**config.mk**
```make
export PLATFORM = sky130hd
export DESIGN_NAME = set_multi_count
export DESIGN_NICKNAME = d
export VERILOG_FILES = /design/src/rtl/set_multi_pkg.sv /design/src/rtl/set_circle_hit.sv /design/src/rtl/set_multi_count.sv
export SDC_FILE = /design/constraint.sdc
export NUM_CORES = 1
export LEC_CHECK = 0
export ABC_AREA = 1
export BUFFER_PORTS_ARGS = -buffer_cell sky130_fd_sc_hd__buf_2
export CELL_PAD_IN_SITES_DETAIL_PLACEMENT = 1
export CELL_PAD_IN_SITES_GLOBAL_PLACEMENT = 2
export CORE_UTILIZATION = 37
export DETAILED_ROUTE_END_ITERATION = 10
export HOLD_SLACK_MARGIN = 0.02
export PLACE_DENSITY = 0.81
export SYNTH_ARGS = -nofsm -noshare
export SYNTH_HDL_FRONTEND = slang
export SYNTH_SLANG_ARGS = --single-unit
```
**constraint.sdc**
```tcl
create_clock -name clk -period 6.5 [get_ports clk]
set_clock_uncertainty 0.1 [all_clocks]
set_input_delay 0.65 -clock clk [delete_from_list [all_inputs] [get_ports clk]]
set_output_delay 0.65 -clock clk [all_outputs]
set_load 0.01 [all_outputs]
```
**src/rtl/set_multi_pkg.sv**
```systemverilog
// Shared types for the multi-circle lattice counter.
// Holds the combine-mode and FSM-state encodings, plus a popcount helper.
package set_multi_pkg;

  // Widest hit vector the popcount helper handles.
  localparam int MAX_SETS = 32;

  typedef enum logic [2:0] {
    MODE_SINGLE      = 3'd0,
    MODE_ALL         = 3'd1,
    MODE_ANY         = 3'd2,
    MODE_EXACTLY_ONE = 3'd3,
    MODE_ODD         = 3'd4
  } mode_e;

  typedef enum logic [1:0] {
    ST_IDLE,
    ST_SCAN,
    ST_DRAIN,
    ST_DONE
  } state_e;

  function automatic int unsigned popcount(input logic [MAX_SETS-1:0] v);
    int unsigned n;
    n = 0;
    for (int i = 0; i < MAX_SETS; i++) begin
      n += int'(v[i]);
    end
    return n;
  endfunction

endpackage

```
**src/rtl/set_circle_hit.sv**
```systemverilog
// Combinational point-in-circle test: hit = dx^2 + dy^2 <= r^2.
// dx/dy are absolute differences. Both are CW bits wide, because the centre
// field is CW bits and so the difference always fits.
module set_circle_hit #(
  parameter int CW = 4,
  parameter int RW = 4
) (
  input  logic [CW-1:0] px,
  input  logic [CW-1:0] py,
  input  logic [CW-1:0] cx,
  input  logic [CW-1:0] cy,
  input  logic [RW-1:0] r,
  output logic          hit
);

  // Common comparison width, wide enough for both the distance sum and r^2.
  localparam int SW = (2*CW+1 > 2*RW) ? 2*CW+1 : 2*RW;

  logic [CW-1:0]   dx;
  logic [CW-1:0]   dy;
  logic [2*CW-1:0] sx;
  logic [2*CW-1:0] sy;
  logic [2*CW:0]   d2;
  logic [2*RW-1:0] r2;

  // Squared distance from the centre versus squared radius, both zero-extended.
  always_comb begin
    dx  = (px >= cx) ? px - cx : cx - px;
    dy  = (py >= cy) ? py - cy : cy - py;
    sx  = {{CW{1'b0}}, dx} * {{CW{1'b0}}, dx};
    sy  = {{CW{1'b0}}, dy} * {{CW{1'b0}}, dy};
    d2  = {1'b0, sx} + {1'b0, sy};
    r2  = {{RW{1'b0}}, r} * {{RW{1'b0}}, r};
    hit = SW'(d2) <= SW'(r2);
  end

endmodule

```
**src/rtl/set_multi_count.sv**
```systemverilog
// Counts lattice points (x,y), x,y in 1..GRID, that fall inside a Boolean
// combination of NUM_SETS circles. It tests one point per cycle against all
// circles in parallel.
// Pipeline: scan counters -> stage1 hit vector -> stage2 accumulate.
// Optional build macro SET_HIT_STREAM_EN adds the hit_valid/hit_x/hit_y
// outputs, which report each point at the moment it is counted.
module set_multi_count
  import set_multi_pkg::*;
#(
  parameter  int NUM_SETS = 3,
  parameter  int GRID     = 8,
  parameter  int RW       = 4,
  localparam int CW       = $clog2(GRID + 1),
  localparam int KW       = $clog2(GRID * GRID + 1)
) (
  input  logic                     clk,
  input  logic                     rst,
  input  logic                     en,
  input  logic [NUM_SETS*2*CW-1:0] central,
  input  logic [NUM_SETS*RW-1:0]   radius,
  input  logic [NUM_SETS-1:0]      set_mask,
  input  logic [2:0]               mode,
`ifdef SET_HIT_STREAM_EN
  output logic                     hit_valid,
  output logic [CW-1:0]            hit_x,
  output logic [CW-1:0]            hit_y,
`endif
  output logic                     busy,
  output logic                     valid,
  output logic [KW-1:0]            candidate
);

  state_e                   state;
  logic [NUM_SETS*2*CW-1:0] central_q;
  logic [NUM_SETS*RW-1:0]   radius_q;
  logic [NUM_SETS-1:0]      mask_q;
  logic [2:0]               mode_q;
  logic [CW-1:0]            x_s;
  logic [CW-1:0]            y_s;
  logic [NUM_SETS-1:0]      hit;
  logic [NUM_SETS-1:0]      h_q;
  logic                     h_valid;
  logic                     count_hit;
  logic                     last_point;

  // One circle tester per set. All of them look at the current scan point.
  for (genvar i = 0; i < NUM_SETS; i++) begin : g_circle
    set_circle_hit #(.CW(CW), .RW(RW)) u_hit (
      .px  (x_s),
      .py  (y_s),
      .cx  (central_q[i*2*CW+CW +: CW]),
      .cy  (central_q[i*2*CW    +: CW]),
      .r   (radius_q[i*RW +: RW]),
      .hit (hit[i])
    );
  end

  // Reduce the registered hit vector to a count decision for the selected mode.
  always_comb begin
    logic [NUM_SETS-1:0] hm;
    hm = h_q & mask_q;
    count_hit = 1'b0;
    case (mode_q)
      MODE_SINGLE:      count_hit = h_q[0];
      MODE_ALL:         count_hit = (mask_q != '0) && (&(h_q | ~mask_q));
      MODE_ANY:         count_hit = |hm;
      MODE_EXACTLY_ONE: count_hit = popcount(MAX_SETS'(hm)) == 32'd1;
      MODE_ODD:         count_hit = ^hm;
      default:          count_hit = 1'b0;
    endcase
  end

  assign last_point = (x_s == CW'(GRID)) && (y_s == CW'(GRID));

  // Job FSM, scan counters, stage1 hit register and stage2 accumulator.
  // NOTE: every register here is updated with <= so the stages all sample
  // pre-edge values; blocking assignments would collapse the pipeline.
  always_ff @(posedge clk or posedge rst) begin
    if (rst) begin
      state     <= ST_IDLE;
      busy      <= 1'b0;
      valid     <= 1'b0;
      candidate <= '0;
      x_s       <= CW'(1);
      y_s       <= CW'(1);
      h_q       <= '0;
      h_valid   <= 1'b0;
      central_q <= '0;
      radius_q  <= '0;
      mask_q    <= '0;
      mode_q    <= '0;
    end else begin
      valid   <= 1'b0;
      h_valid <= 1'b0;
      h_q     <= hit;
      if (h_valid && count_hit) begin
        candidate <= candidate + KW'(1);
      end
      case (state)
        ST_IDLE, ST_DONE: begin
          if (en) begin
            central_q <= central;
            radius_q  <= radius;
            mask_q    <= set_mask;
            mode_q    <= mode;
            candidate <= '0;
            busy      <= 1'b1;
            x_s       <= CW'(1);
            y_s       <= CW'(1);
            state     <= ST_SCAN;
          end else begin
            state <= ST_IDLE;
          end
        end
        ST_SCAN: begin
          h_valid <= 1'b1;
          if (last_point) begin
            x_s   <= CW'(1);
            y_s   <= CW'(1);
            state <= ST_DRAIN;
          end else if (y_s == CW'(GRID)) begin
            y_s <= CW'(1);
            x_s <= x_s + CW'(1);
          end else begin
            y_s <= y_s + CW'(1);
          end
        end
        ST_DRAIN: begin
          valid <= 1'b1;
          busy  <= 1'b0;
          state <= ST_DONE;
        end
        default: state <= ST_IDLE;
      endcase
    end
  end

`ifdef SET_HIT_STREAM_EN
  logic [CW-1:0] px_q;
  logic [CW-1:0] py_q;

  // Carry the scanned coordinates alongside the hit vector, then report each counted point.
  always_ff @(posedge clk or posedge rst) begin
    if (rst) begin
      px_q      <= '0;
      py_q      <= '0;
      hit_valid <= 1'b0;
      hit_x     <= '0;
      hit_y     <= '0;
    end else begin
      px_q      <= x_s;
      py_q      <= y_s;
      hit_valid <= h_valid && count_hit;
      if (h_valid && count_hit) begin
        hit_x <= px_q;
        hit_y <= py_q;
      end
    end
  end
`endif

endmodule

```
After elaboration in Yosys (flattened, before gate mapping) --
Index checks and enable logic that the tools add are counted.
Cells by class: multiply operators 9, bitwise logic cells 3, reductions and logical operators 16, $add $sub $neg 20, mux-type cells 24, equality and inequality tests 13, order comparisons 9
Operators by type and width (count):
- $mul 4x4->8 | 9
- $sub 4x4->4 | 12
- $mux 4 | 11
- $add 8x8->9 | 3
- $le 9x8->1 | 3
- $ge 4x4->1 | 6
- $mux 7 | 3
- $pmux 4 s2 | 2
- $add 4x1->4 const B | 2
- $eq 4x4->1 const B | 2
- $add 7x1->7 const B | 1
- $eq 3x1->1 const B | 2
- $eq 3x2->1 const B | 2
- $pmux 2 s3 | 1
- $reduce_and 2->1 | 3
- $reduce_and 3->1 | 2
- $pmux 1 s5 | 1
- $eq 2x2->1 const B | 2
- $mux 1 | 4
- $ne 2x2->1 const B | 2
- $reduce_bool 2->1 | 2
- $add 2x1->3 | 1
- $and 3x3->3 | 1
- $eq 3x3->1 const B | 1
- 14 further kinds | 16
Storage, ports and cells: input bits 45, bits in registers 65

Logic depth before layout (Yosys ltp) --
word-level depth 9, gate-level depth with buffers 34, depth with buffers taken out 34

Modules after synthesis --
From an unflattened synthesis, not the netlist that was laid out.
Unflattened totals: cells, all modules 1063, area, all modules 8056.5 µm²
By module, submodules not included:
- set_multi_count | area an instance 2817.7 µm², instances 1, cells each 330, seq. area each 1629.1 µm²
- set_circle_hit (g_circle[2].u_hit) | area an instance 1747.9 µm², instances 1, cells each 244, seq. area each 0.0 µm²
- set_circle_hit (g_circle[0].u_hit) | area an instance 1746.7 µm², instances 1, cells each 245, seq. area each 0.0 µm²
- set_circle_hit (g_circle[1].u_hit) | area an instance 1744.2 µm², instances 1, cells each 244, seq. area each 0.0 µm²

Worst setup path before layout --
OpenSTA, ideal clock, no wires.
path kind reg-to-reg, from register x_s[0], to register h_q[1], stages on the path, launching flop included 31, path slack 0.862 ns, data arrival time 5.460 ns, path buffers 0, clock period less this slack 5.638 ns, required time 6.323 ns, cells stage by stage dfstp_2 -> inv_1 -> ha_1 -> inv_1 -> fa_1 -> nand2_1 -> inv_1 -> nor2_1 -> nand2_1 -> a21oi_2 -> inv_2 -> o21ai_1 -> nand2_2 -> nor2_4 -> inv_2 -> fa_1 -> fa_1 -> fa_1 -> inv_1 -> fa_1 -> ha_1 -> fa_1 -> a21oi_1 -> nor2_1 -> nor2_1 -> xnor2_1 -> ha_1 -> nand2_1 -> nor2_1 -> nand4_1 -> a21oi_1
Between the ends: cells in the longest elaborated chain, start to end 5, elaborated cells between the ends (all ways) 7, those cells by class 3 x add/sub; 1 x mul; 2 x order compare; 1 x mux
RTL lines:
- from (decl) | RTL line set_multi_count.sv:38 | logic [CW-1:0] x_s;
- from (signal assigned) | RTL line set_multi_count.sv:123 | x_s <= x_s + CW'(1);
- $sub 4x4->4 / $ge 4x4->1 (equally long branches) | RTL line set_circle_hit.sv:28 | dx = (px >= cx) ? px - cx : cx - px;
- $mux 4 (*) | RTL line set_circle_hit.sv:28
- $mul 4x4->8 (*) | RTL line set_circle_hit.sv:30 | sx = {{CW{1'b0}}, dx} * {{CW{1'b0}}, dx};
- $add 8x8->9 (*) | RTL line set_circle_hit.sv:32 | d2 = {1'b0, sx} + {1'b0, sy};
- $le 9x8->1 (*) | RTL line set_circle_hit.sv:34 | hit = SW'(d2) <= SW'(r2);
- named net g_circle[1].u_hit.hit | RTL line set_circle_hit.sv:13 | output logic hit
- to (signal assigned) | RTL line set_multi_count.sv:95 | h_q <= hit;
- to (decl) | RTL line set_multi_count.sv:41 | logic [NUM_SETS-1:0] h_q;
Mark *: on every way through the listed nets, which the timed path passes. The rest lies on a longest branch. A chain may end at the register's enable or synchronous reset.

Final worst setup path --
Same ends and word-level chain as after synthesis.

==> flow_summary.json <==
{
  "outcome": "finished, final reports clean",
  "rsz0062_at_grt": "false",
  "critPathCaptureType": "flip-flop",
  "antenna_cells": 0,
  "setup_viol": 0,
  "clockRootBuffer": "clkbuf_16",
  "synth_cell_types": 38,
  "cts_max_level": 3,
  "hold_class": "in2reg",
  "clkTransAtPathRegs_ns": 0.06,
  "synth_edf_count": 0,
  "relSlewSlack": 0.400,
  "num_vias": 6192,
  "grt_first_pass_wirelength_um": 32000,
  "numCtsBuffers": 9,
  "grt_usage": 0.186,
  "wl_um": 18300,
  "io_pins": 54,
  "io_buffers": 53,
  "cp.required_ns": 6.66,
  "synth_flop_cell": "dfrtp_1",
  "clkLatencyLatePin_ns": 0.35,
  "antenna_found_initial": 0,
  "cts.sinks": 65,
  "fin_nets": 1264,
  "tritoncts": "built",
  "die-area_sq_um": 21400,
  "wire_per_inst_um": 13.9,
  "min_period_ns": 6.10,
  "slew_viol_final": 0,
  "grt_start_max_net_pins": 66,
  "drc": 0,
  "worstMarginPinSlew_ns": 0.900,
  "first_iter_violations": 141,
  "initial_utilization": 0.379,
  "synth-seq-cells": 65,
  "area_growth_pct": 11.2,
  "cts_buffer_depth": 2,
  "seq_area_frac_synth": 0.212,
  "drive_gt1_frac": 0.110,
  "critPathKind": "reg2reg",
  "cp.arrival_ns": 6.26,
  "drv_cap": 0,
  "first_global_vias": 6673,
  "fp.dieH_um": 146,
  "async_flop_share": 1.00,
  "cpMostUsedCell": "fa_1",
  "dpl.hpwl_um": 15000,
  "grt_overflow": 0,
  "core_area_sq_um": 20300,
  "die_x_um": 146,
  "gp_congestion": 0.819,
  "hold_violations": 0,
  "slowest_delay_ns": 0.56,
  "cp-start-kind": "flip-flop",
  "clock.fmax_mhz": 164,
  "drt_first_pass_iters": 4,
  "rows": 52,
  "crit_path_top_delay_cell": "fa_1",
  "syn_nets": 1210,
  "via_per_inst": 4.72,
  "netlist_area_sq_um": 7700,
  "fin_crit_sh": 0.938,
  "path_max_fanout": 6,
  "synthCells": 984,
  "avgSynthCellArea_sq_um": 7.83,
  "ys.warnings.count": 0,
  "drtAntennaViolNets": 0,
  "cts_hold_buffers": 0,
  "setup_tns_ns": 0
}
## cell usage after synthesis, drive strengths merged, types with 5 or more instances
cell      n  area share
nand4     9      0.0073
inv     219        0.11
nand2   215        0.11
dfrtp    63        0.20
a21o      8      0.0078
a31oi     7      0.0073
xor2     29       0.033
o21ai    61       0.044
nor2     57       0.031
fa       47        0.12
nand3    41       0.027
ha      134        0.22
xnor2    16       0.018
o21bai    7      0.0073
buf      10      0.0084
nor3      5      0.0032
a21oi    41       0.029
## final timing paths
kind / slack [ns] / from / depth (start not counted) / to
max: 0.40 / x_s[0] / 30 / h_q[1]
min: 0.40 / radius[5] / 3 / radius_q[5]
max in group asynchronous: 5.23 / rst / 3 / central_q[9]
min reg2reg: 0.43 / busy / 2 / busy
min in group asynchronous: 0.47 / rst / 3 / candidate[3]
max reg2reg: 0.40 / x_s[0] / 30 / h_q[1]
## worst max-delay path: cells and delay by family (launching register included)
kind            cells  cell delay (ns)
fa+ha+maj           9             3.51
compound gates      4             0.61
flops               1             0.40
xor+xnor            1             0.08
buf+inv             6             0.41
simple gates       10             0.92
## through the flow
| step | utilization | hold WS (ns) | instances | setup WS (ns) | instance area, sq um |
|---|---|---|---|---|---|
| floorplan | - | 0.371 | 984 | 0.862 | 7700 |
| global placement | 0.406 | 0.401 | 1296 | 0.424 | 8250 |
| detailed placement | 0.406 | 0.419 | 1296 | 0.306 | 8250 |
| CTS | 0.421 | 0.392 | 1312 | 0.318 | 8550 |
| global route | 0.422 | 0.402 | 1313 | 0.00785 | 8560 |
| finish | 0.422 | 0.401 | 1313 | 0.401 | 8560 |
## per-layer routing
layer  track usage  vias to the layer above  wire, um
li1              -                     3169         -
met1         0.243                     2958      8720
met2         0.322                       49      9000
met4        0.0438                        0       234
met3        0.0250                       16       306
met5             0                        -         0
## cell type report
class / count / area [sq um]
Fill cell: 2570 / 11700
Sequential cell: 65 / 1630
Inverter: 219 / 826
Tap cell: 270 / 338
Clock inverter: 7 / 77.6
Clock buffer: 9 / 225
Multi-Input combinational cell: 686 / 5170
Timing Repair Buffer: 57 / 295
## cell usage in the layout, fill, tap and decap left out, types with 3 or more instances in the layout
cell type,count
nand2_1,210
inv_1,205
ha_1,133
dfrtp_1,63
nor2_1,53
buf_2,53
o21ai_0,52
fa_1,47
nand3_1,41
a21oi_1,39
xor2_1,29
xnor2_1,16
inv_2,13
nand4_1,9
clkbuf_16,9
o21ai_2,8
a21o_1,8
o21bai_1,6
nor3_1,5
a31oi_1,5
nand2_2,4
buf_4,4
nor2_4,3
## flip-flops by register name, indices dropped and copies added, names as in the netlist, 3 cells and up
signal and count:
central_q 24, radius_q 12, candidate 7, x_s 4, y_s 4, h_q 3
mask_q 3, mode_q 3
## repair_timing
item,CTS,global route
gates resized for setup,0,3
buffers inserted,0,1
setup endpoints to repair,0,2
## logic make-up after synthesis
family / after synthesis / synth area share
AO/OA/AOI/OAI: 131 / 0.103
XOR/XNOR: 45 / 0.0512
adder cells (fa/ha/maj): 181 / 0.340
buffers and inverters: 233 / 0.117
flip-flops: 65 / 0.212
AND/OR/NAND/NOR: 329 / 0.177
Power is left out: the tool's default activity adds up to more than one toggle a clock period on the data nets, which glitch-free logic cannot reach.
